`config.mk`:
```
export PLATFORM = sky130hd
export DESIGN_NAME = stopwatch_dp_flat
export DESIGN_NICKNAME = d
export VERILOG_FILES = /design/src/rtl/stopwatch_dp_if.sv /design/src/rtl/stopwatch_dp.sv /design/src/flat_wrapper.sv
export SDC_FILE = /design/constraint.sdc
export NUM_CORES = 1
export LEC_CHECK = 0
export ABC_AREA = 0
export ABC_CLOCK_PERIOD_IN_PS = 2550
export BUFFER_PORTS_ARGS = -buffer_cell sky130_fd_sc_hd__buf_2
export CORE_ASPECT_RATIO = 0.5
export CORE_MARGIN = 5
export CORE_UTILIZATION = 58
export DETAILED_ROUTE_END_ITERATION = 6
export GPL_TIMING_DRIVEN = 0
export PLACE_DENSITY = 0.8
export SLEW_MARGIN = 20
export SYNTH_ARGS = -nofsm -noshare
export SYNTH_HDL_FRONTEND = slang
export SYNTH_SLANG_ARGS = --single-unit
```
`constraint.sdc`:
```
create_clock -name clk -period 2.55 [get_ports clk]
set_input_delay 0.3825 -clock clk [delete_from_list [all_inputs] [get_ports clk]]
set_output_delay 0.3825 -clock clk [all_outputs]
set_load 0.005 [all_outputs]
```
`src/rtl/stopwatch_dp_if.sv`:
```
// Command/count bundle between the stopwatch control unit, this datapath and the display formatter.
// The datapath takes the slave side; the controller and formatter see the master side.
interface stopwatch_dp_if;
    logic       i_run;
    logic       i_clear;
    logic [6:0] o_msec;
    logic [5:0] o_sec;
    logic [5:0] o_min;
    logic [4:0] o_hour;
    logic       o_tick;
    logic       o_rollover;

    modport slave (
        input  i_run, i_clear,
        output o_msec, o_sec, o_min, o_hour, o_tick, o_rollover
    );

    modport master (
        output i_run, i_clear,
        input  o_msec, o_sec, o_min, o_hour, o_tick, o_rollover
    );
endinterface

```
`src/rtl/stopwatch_dp.sv`:
```
// Stopwatch datapath: prescaler down to TICK_HZ and a cascaded cs/s/min/h counter chain.
// Priority per edge: reset > clear > run > hold. All outputs come straight from registers.
module stopwatch_dp #(
    parameter int unsigned CLK_FREQ = 100_000_000,
    parameter int unsigned TICK_HZ  = 100,
    parameter int unsigned DIV      = CLK_FREQ / TICK_HZ
) (
    input  logic            clk,
    input  logic            reset,
    stopwatch_dp_if.slave   sw
);

    localparam int unsigned     CntW   = (DIV > 1) ? $clog2(DIV) : 1;
    localparam logic [CntW-1:0] DivMax = CntW'(DIV - 1);

    logic [CntW-1:0] div_cnt_q, div_cnt_d;
    logic [6:0]      msec_q, msec_d;
    logic [5:0]      sec_q, sec_d;
    logic [5:0]      min_q, min_d;
    logic [4:0]      hour_q, hour_d;
    logic            tick_q, tick_d;
    logic            roll_q, roll_d;

    always_comb begin
        div_cnt_d = div_cnt_q;
        msec_d    = msec_q;
        sec_d     = sec_q;
        min_d     = min_q;
        hour_d    = hour_q;
        tick_d    = 1'b0;
        roll_d    = 1'b0;

        if (sw.i_clear) begin
            div_cnt_d = '0;
            msec_d    = '0;
            sec_d     = '0;
            min_d     = '0;
            hour_d    = '0;
        end else if (sw.i_run) begin
            if (div_cnt_q == DivMax) begin
                div_cnt_d = '0;
                tick_d    = 1'b1;
                // Every carry is resolved in this one cycle; each field wraps at its own max.
                if (msec_q == 7'd99) begin
                    msec_d = '0;
                    if (sec_q == 6'd59) begin
                        sec_d = '0;
                        if (min_q == 6'd59) begin
                            min_d = '0;
                            if (hour_q == 5'd23) begin
                                hour_d = '0;
                                roll_d = 1'b1;
                            end else begin
                                hour_d = hour_q + 5'd1;
                            end
                        end else begin
                            min_d = min_q + 6'd1;
                        end
                    end else begin
                        sec_d = sec_q + 6'd1;
                    end
                end else begin
                    msec_d = msec_q + 7'd1;
                end
            end else begin
                div_cnt_d = div_cnt_q + 1'b1;
            end
        end
    end

    always_ff @(posedge clk or posedge reset) begin
        if (reset) begin
            div_cnt_q <= '0;
            msec_q    <= '0;
            sec_q     <= '0;
            min_q     <= '0;
            hour_q    <= '0;
            tick_q    <= 1'b0;
            roll_q    <= 1'b0;
        end else begin
            div_cnt_q <= div_cnt_d;
            msec_q    <= msec_d;
            sec_q     <= sec_d;
            min_q     <= min_d;
            hour_q    <= hour_d;
            tick_q    <= tick_d;
            roll_q    <= roll_d;
        end
    end

    assign sw.o_msec     = msec_q;
    assign sw.o_sec      = sec_q;
    assign sw.o_min      = min_q;
    assign sw.o_hour     = hour_q;
    assign sw.o_tick     = tick_q;
    assign sw.o_rollover = roll_q;

endmodule

```
`src/flat_wrapper.sv`:
```
// flat-port wrapper written by rule: the top's interface ports become plain ports
module stopwatch_dp_flat 
#(
    parameter int unsigned CLK_FREQ = 100_000_000,
    parameter int unsigned TICK_HZ  = 100,
    parameter int unsigned DIV      = CLK_FREQ / TICK_HZ
)
  (clk, reset, sw_i_run, sw_i_clear, sw_o_msec, sw_o_sec, sw_o_min, sw_o_hour, sw_o_tick, sw_o_rollover);
  stopwatch_dp_if sw_i ();
  input  logic clk;
  input  logic reset;
  input wire logic [$bits(sw_i.i_run)-1:0] sw_i_run;
  input wire logic [$bits(sw_i.i_clear)-1:0] sw_i_clear;
  output wire logic [$bits(sw_i.o_msec)-1:0] sw_o_msec;
  output wire logic [$bits(sw_i.o_sec)-1:0] sw_o_sec;
  output wire logic [$bits(sw_i.o_min)-1:0] sw_o_min;
  output wire logic [$bits(sw_i.o_hour)-1:0] sw_o_hour;
  output wire logic [$bits(sw_i.o_tick)-1:0] sw_o_tick;
  output wire logic [$bits(sw_i.o_rollover)-1:0] sw_o_rollover;
  assign sw_i.i_run = sw_i_run;
  assign sw_i.i_clear = sw_i_clear;
  assign sw_o_msec = sw_i.o_msec;
  assign sw_o_sec = sw_i.o_sec;
  assign sw_o_min = sw_i.o_min;
  assign sw_o_hour = sw_i.o_hour;
  assign sw_o_tick = sw_i.o_tick;
  assign sw_o_rollover = sw_i.o_rollover;
  stopwatch_dp #(.CLK_FREQ(CLK_FREQ), .TICK_HZ(TICK_HZ), .DIV(DIV)) u_core (.clk(clk), .reset(reset), .sw(sw_i));
endmodule
```
[Word level (Yosys, flattened, before mapping)]
Cells that the tools add are included.
Storage, ports and cells
  input bits: 4
  logic and storage cells: 61
  output and inout bits: 26
  bits in registers: 46
Operators by class
  $add $sub $neg: 5
  reduce and logical (&&, ||, !) cells: 9
  muxes and demuxes: 35
  eq/ne operators: 5
Operators with widths (number)
  6-bit two-way mux: 11
  20-bit two-way mux: 3
  5-bit two-way mux: 7
  7-bit two-way mux: 4
  20-bit by 1-bit adder with 20-bit output (second input constant): 1
  20-bit == test (second input constant): 1
  6-bit by 1-bit adder with 6-bit output (second input constant): 2
  6-bit == test (second input constant): 2
  1-bit two-way mux: 10
  2-bit nonzero test: 5
  7-bit by 1-bit adder with 7-bit output (second input constant): 1
  7-bit == test (second input constant): 1
  5-bit by 1-bit adder with 5-bit output (second input constant): 1
  5-bit == test (second input constant): 1
  5-bit AND reduction: 1
  4-bit AND reduction: 1
  3-bit AND reduction: 1
  2-bit AND reduction: 1

[Logic depth before layout (Yosys ltp)]
  depth after elaboration: 8
  depth in mapped cells: 7
  gate-level depth less buffers: 6

[Worst setup path after synthesis]
No wires, ideal clock.
  path kind: flip-flop to flip-flop
  start point: reg u_core.sec_q[0], in the netlist u_core.sw.o_sec[0]
  end point: reg u_core.min_q[4], in the netlist u_core.sw.o_min[4]
  library setup time: 0.078 ns
  path buffers: 1
  slack: 0.637 ns
  required time: 2.472 ns
  clock period less this slack: 1.913 ns
  arrival: 1.835 ns
  cell stages (with the launch flop): 8
  cells stage by stage: dfrtp_1 > ha_1 > or2b_1 > nor3_4 > nand4_4 > buf_6 > or3_1 > a21oi_1
Between the ends
  word-level cells in the longest chain between the ends: 3
Ends and longest elaborated chain
  from (decl): RTL line stopwatch_dp.sv:18  | logic [5:0] sec_q, sec_d;
  from (signal assigned): RTL line stopwatch_dp.sv:75  | sec_q <= '0;
  from (signal assigned): RTL line stopwatch_dp.sv:83  | sec_q <= sec_d;
  6-bit == test: RTL line stopwatch_dp.sv:46  | if (sec_q == 6'd59) begin
  2-bit nonzero test (no line)
  4-bit AND reduction (no line)
  to (signal assigned): RTL line stopwatch_dp.sv:84  | min_q <= min_d;
  to (decl): RTL line stopwatch_dp.sv:19  | logic [5:0] min_q, min_d;
Every way passes these cells.
A chain may end at the register's enable or synchronous reset.

[Worst setup path after layout]
  start point: reg u_core.sec_q[0], in the netlist u_core.sw.o_sec[0]
  end point: reg u_core.min_q[5], in the netlist u_core.sw.o_min[5]
The elaborated chain is that of the path after synthesis.

==> qor.csv <==
metric;value;unit
clock_latency;0.30;ns
clock.fmax;468;MHz
clockPowerShare;0.368;
cts_tree;done;
synth.distinct_cells;49;
nNetsFinal;300;
fp.dieW;103;um
dieArea;5780;um^2
critPathMaxFanout;8;
grtUsageTotal;0.190;
routabilityCongestion;0.830;
viasPerCell;5.88;
seq_power_share;0.586;
numCtsBuffers;5;
final_max_slew_viol_count;0;
pin_count;30;
async_reset_ff_frac;1.00;
ant_nets;0;
max_stage_delay;0.50;ns
finClkSkew;0.00825;ns
slew_headroom;0.621;
grt_pass1_wl;8.69;mm
port_buffers;28;
critPathLaunchType;flip-flop;
cts_root_buffer;clkbuf_8;
vias;2034;
cts_setup_buffers;0;
htree_num_levels;2;
max_cap_viol_count;0;
syn_to_final_growth;13.1;%
cts_sinks;46;
antenna_found_initial;0;
final-setup-viol-count;0;
reg2reg_from;u_core.sw.o_sec[0];
dpl_worst_slack;0.444;ns
p_per_area;445;nW/um^2
ctsResizeCount;0;
syn-num-nets;264;
worst_ep_arrival_time;2.36;ns
setup_tns;0;ns
max-vdd-ir-drop;0.321;mV
combPwrFrac;0.046;
grt_max_degree;25;
first_pass_iters;4;
crit_chain;ha_1, or2b_1, nor3_4, nand4_4, or4_1, a21oi_1;
post_drt_wl_per_cell;15.2;um
nFillCells;312;
p_int;0.968;mW
hold_buffers;0;
synth-edff-count;0;
worstSetupEndpointType;flip-flop;
cp.buffers_inverters;0;
drc;0;
p_leak;1.35;nW
n_antenna_cell;0;
path_clk_slew;0.08;ns
outcome;completed;
seq_area_frac_synth;0.463;
synth-seq-cells;46;
crit_family;simple AND/OR/NAND/NOR gates;
period_share;0.839;
initial_core_util;0.618;
num_rows;16;
routed_wirelength;5.27;mm
overflow;0;
die_y;56.3;um
worst_pin_slew;0.566;ns
p_sw;0.284;mW
layout_common_cells;dfrtp_1 (46), buf_2 (30), nor2_1 (28);
hold_class;in -> async;
syn_area;2490;um^2
layout_commonest_cell;dfrtp_1;
worst-endpoint-required;2.78;ns
grt_pass1_vias;1891;
fin_crit;2.14;ns
core-area;4020;um^2
layout-drive-gt1-share;0.202;
seqCellArea;1150;um^2
synth_ff_type;dfrtp_1;
crit_type;reg -> reg;
hold_viol;0;
setup_ws;0.412;ns
postSynthCellCount;255;
p_sw_frac;0.227;
crit_slowest_cell;or4_1;
hpwl;3.86;mm
clk_path_buf_depth;2;
synth_warnings;0;
syn_avg_cell_area;9.75;um^2
critPathLaunch;u_core.sw.o_sec[0];
drtIter0Drc;96;
grt_setup_unrepaired;no;
multi_input_area;1240;um^2
sequential cells by signal, indices dropped and copies added, names as in the netlist:
signal / count
u_core.sw.o_rollover: 1
u_core.sw.o_msec: 7
u_core.sw.o_tick: 1
u_core.sw.o_sec: 6
u_core.div_cnt_q: 20
u_core.sw.o_min: 6
u_core.sw.o_hour: 5
worst paths after layout:
kind,depth (start not counted),slack [ns],endpoint
max,6,0.41,u_core.sw.o_min[5]
min,2,0.12,u_core.sw.o_sec[5]
max reg2reg,6,0.41,u_core.sw.o_min[5]
min reg2reg,1,0.50,u_core.sw.o_sec[5]
max in group asynchronous,3,1.92,u_core.div_cnt_q[11]
min in group clk,1,0.50,u_core.sw.o_sec[5]
metal layers:
layer	up-vias	routed length [um]	global-route usage	share of wire
met5	-	0	0	0
met4	0	53	0.0636	0.010
met3	5	246	0.0457	0.047
met2	52	2500	0.309	0.48
met1	989	2460	0.247	0.47
li1	988	-	-	-
power by group through the flow:
| stage | Sequential [mW] | Combinational [mW] | Clock (mW) |
|---|---|---|---|
| after floorplan | 0.748 | 0.0381 | 0 |
| after global placement | 0.749 | 0.0507 | 0 |
| after detailed placement | 0.749 | 0.0582 | 0 |
| after CTS | 0.734 | 0.0588 | 0.474 |
| after global routing | 0.735 | 0.0654 | 0.504 |
| final | 0.734 | 0.0577 | 0.460 |
cell families after synthesis:
family / Yosys count / share of synthesized area
fa+ha+maj: 5 / 0.0252
buf+inv: 17 / 0.0388
mux: 5 / 0.0211
xor+xnor: 17 / 0.0599
compound gates: 42 / 0.105
simple gates: 123 / 0.287
flops: 46 / 0.463
Yosys cell counts, types with 3 or more instances:
| master | n | area share |
|---|---|---|
| dfrtp_1 | 46 | 0.46 |
| nor2_1 | 28 | 0.042 |
| nand2_1 | 22 | 0.033 |
| nand3_1 | 17 | 0.034 |
| o21ai_0 | 14 | 0.028 |
| xor2_1 | 14 | 0.049 |
| a21oi_1 | 11 | 0.022 |
| inv_1 | 8 | 0.012 |
| nand4_1 | 8 | 0.020 |
| nor3_1 | 6 | 0.012 |
| and3_1 | 5 | 0.013 |
| and4_1 | 5 | 0.018 |
| ha_1 | 5 | 0.025 |
| o31ai_1 | 5 | 0.015 |
| or3_1 | 4 | 0.010 |
| or4_1 | 4 | 0.012 |
| and2_1 | 3 | 0.0075 |
| and2_2 | 3 | 0.0091 |
| clkbuf_1 | 3 | 0.0045 |
| mux2i_1 | 3 | 0.012 |
| xnor2_1 | 3 | 0.011 |
per-stage QoR:
step	hold WS [ns]	total power [mW]	cell area [um^2]	utilization	std cells
2_1_floorplan	0.490	0.786	2490	-	255
3_3_place_gp	0.490	0.799	2690	0.669	337
3_5_place_dp	0.454	0.807	2720	0.676	338
4_1_cts	0.131	1.27	2810	0.699	346
5_1_grt	0.148	1.30	2810	0.699	346
6_report	0.117	1.25	2810	0.699	346
cell type report:
type	count	area share
flip-flops and latches	46	0.409
clock buffers	7	0.0307
inverters	8	0.0107
plain buffers	9	0.0236
multi-input cells	192	0.440
clock inverters	1	0.00178
repair buffers	29	0.0596
well taps	54	0.0240
No activity file was read; power rests on OpenSTA's default activity.
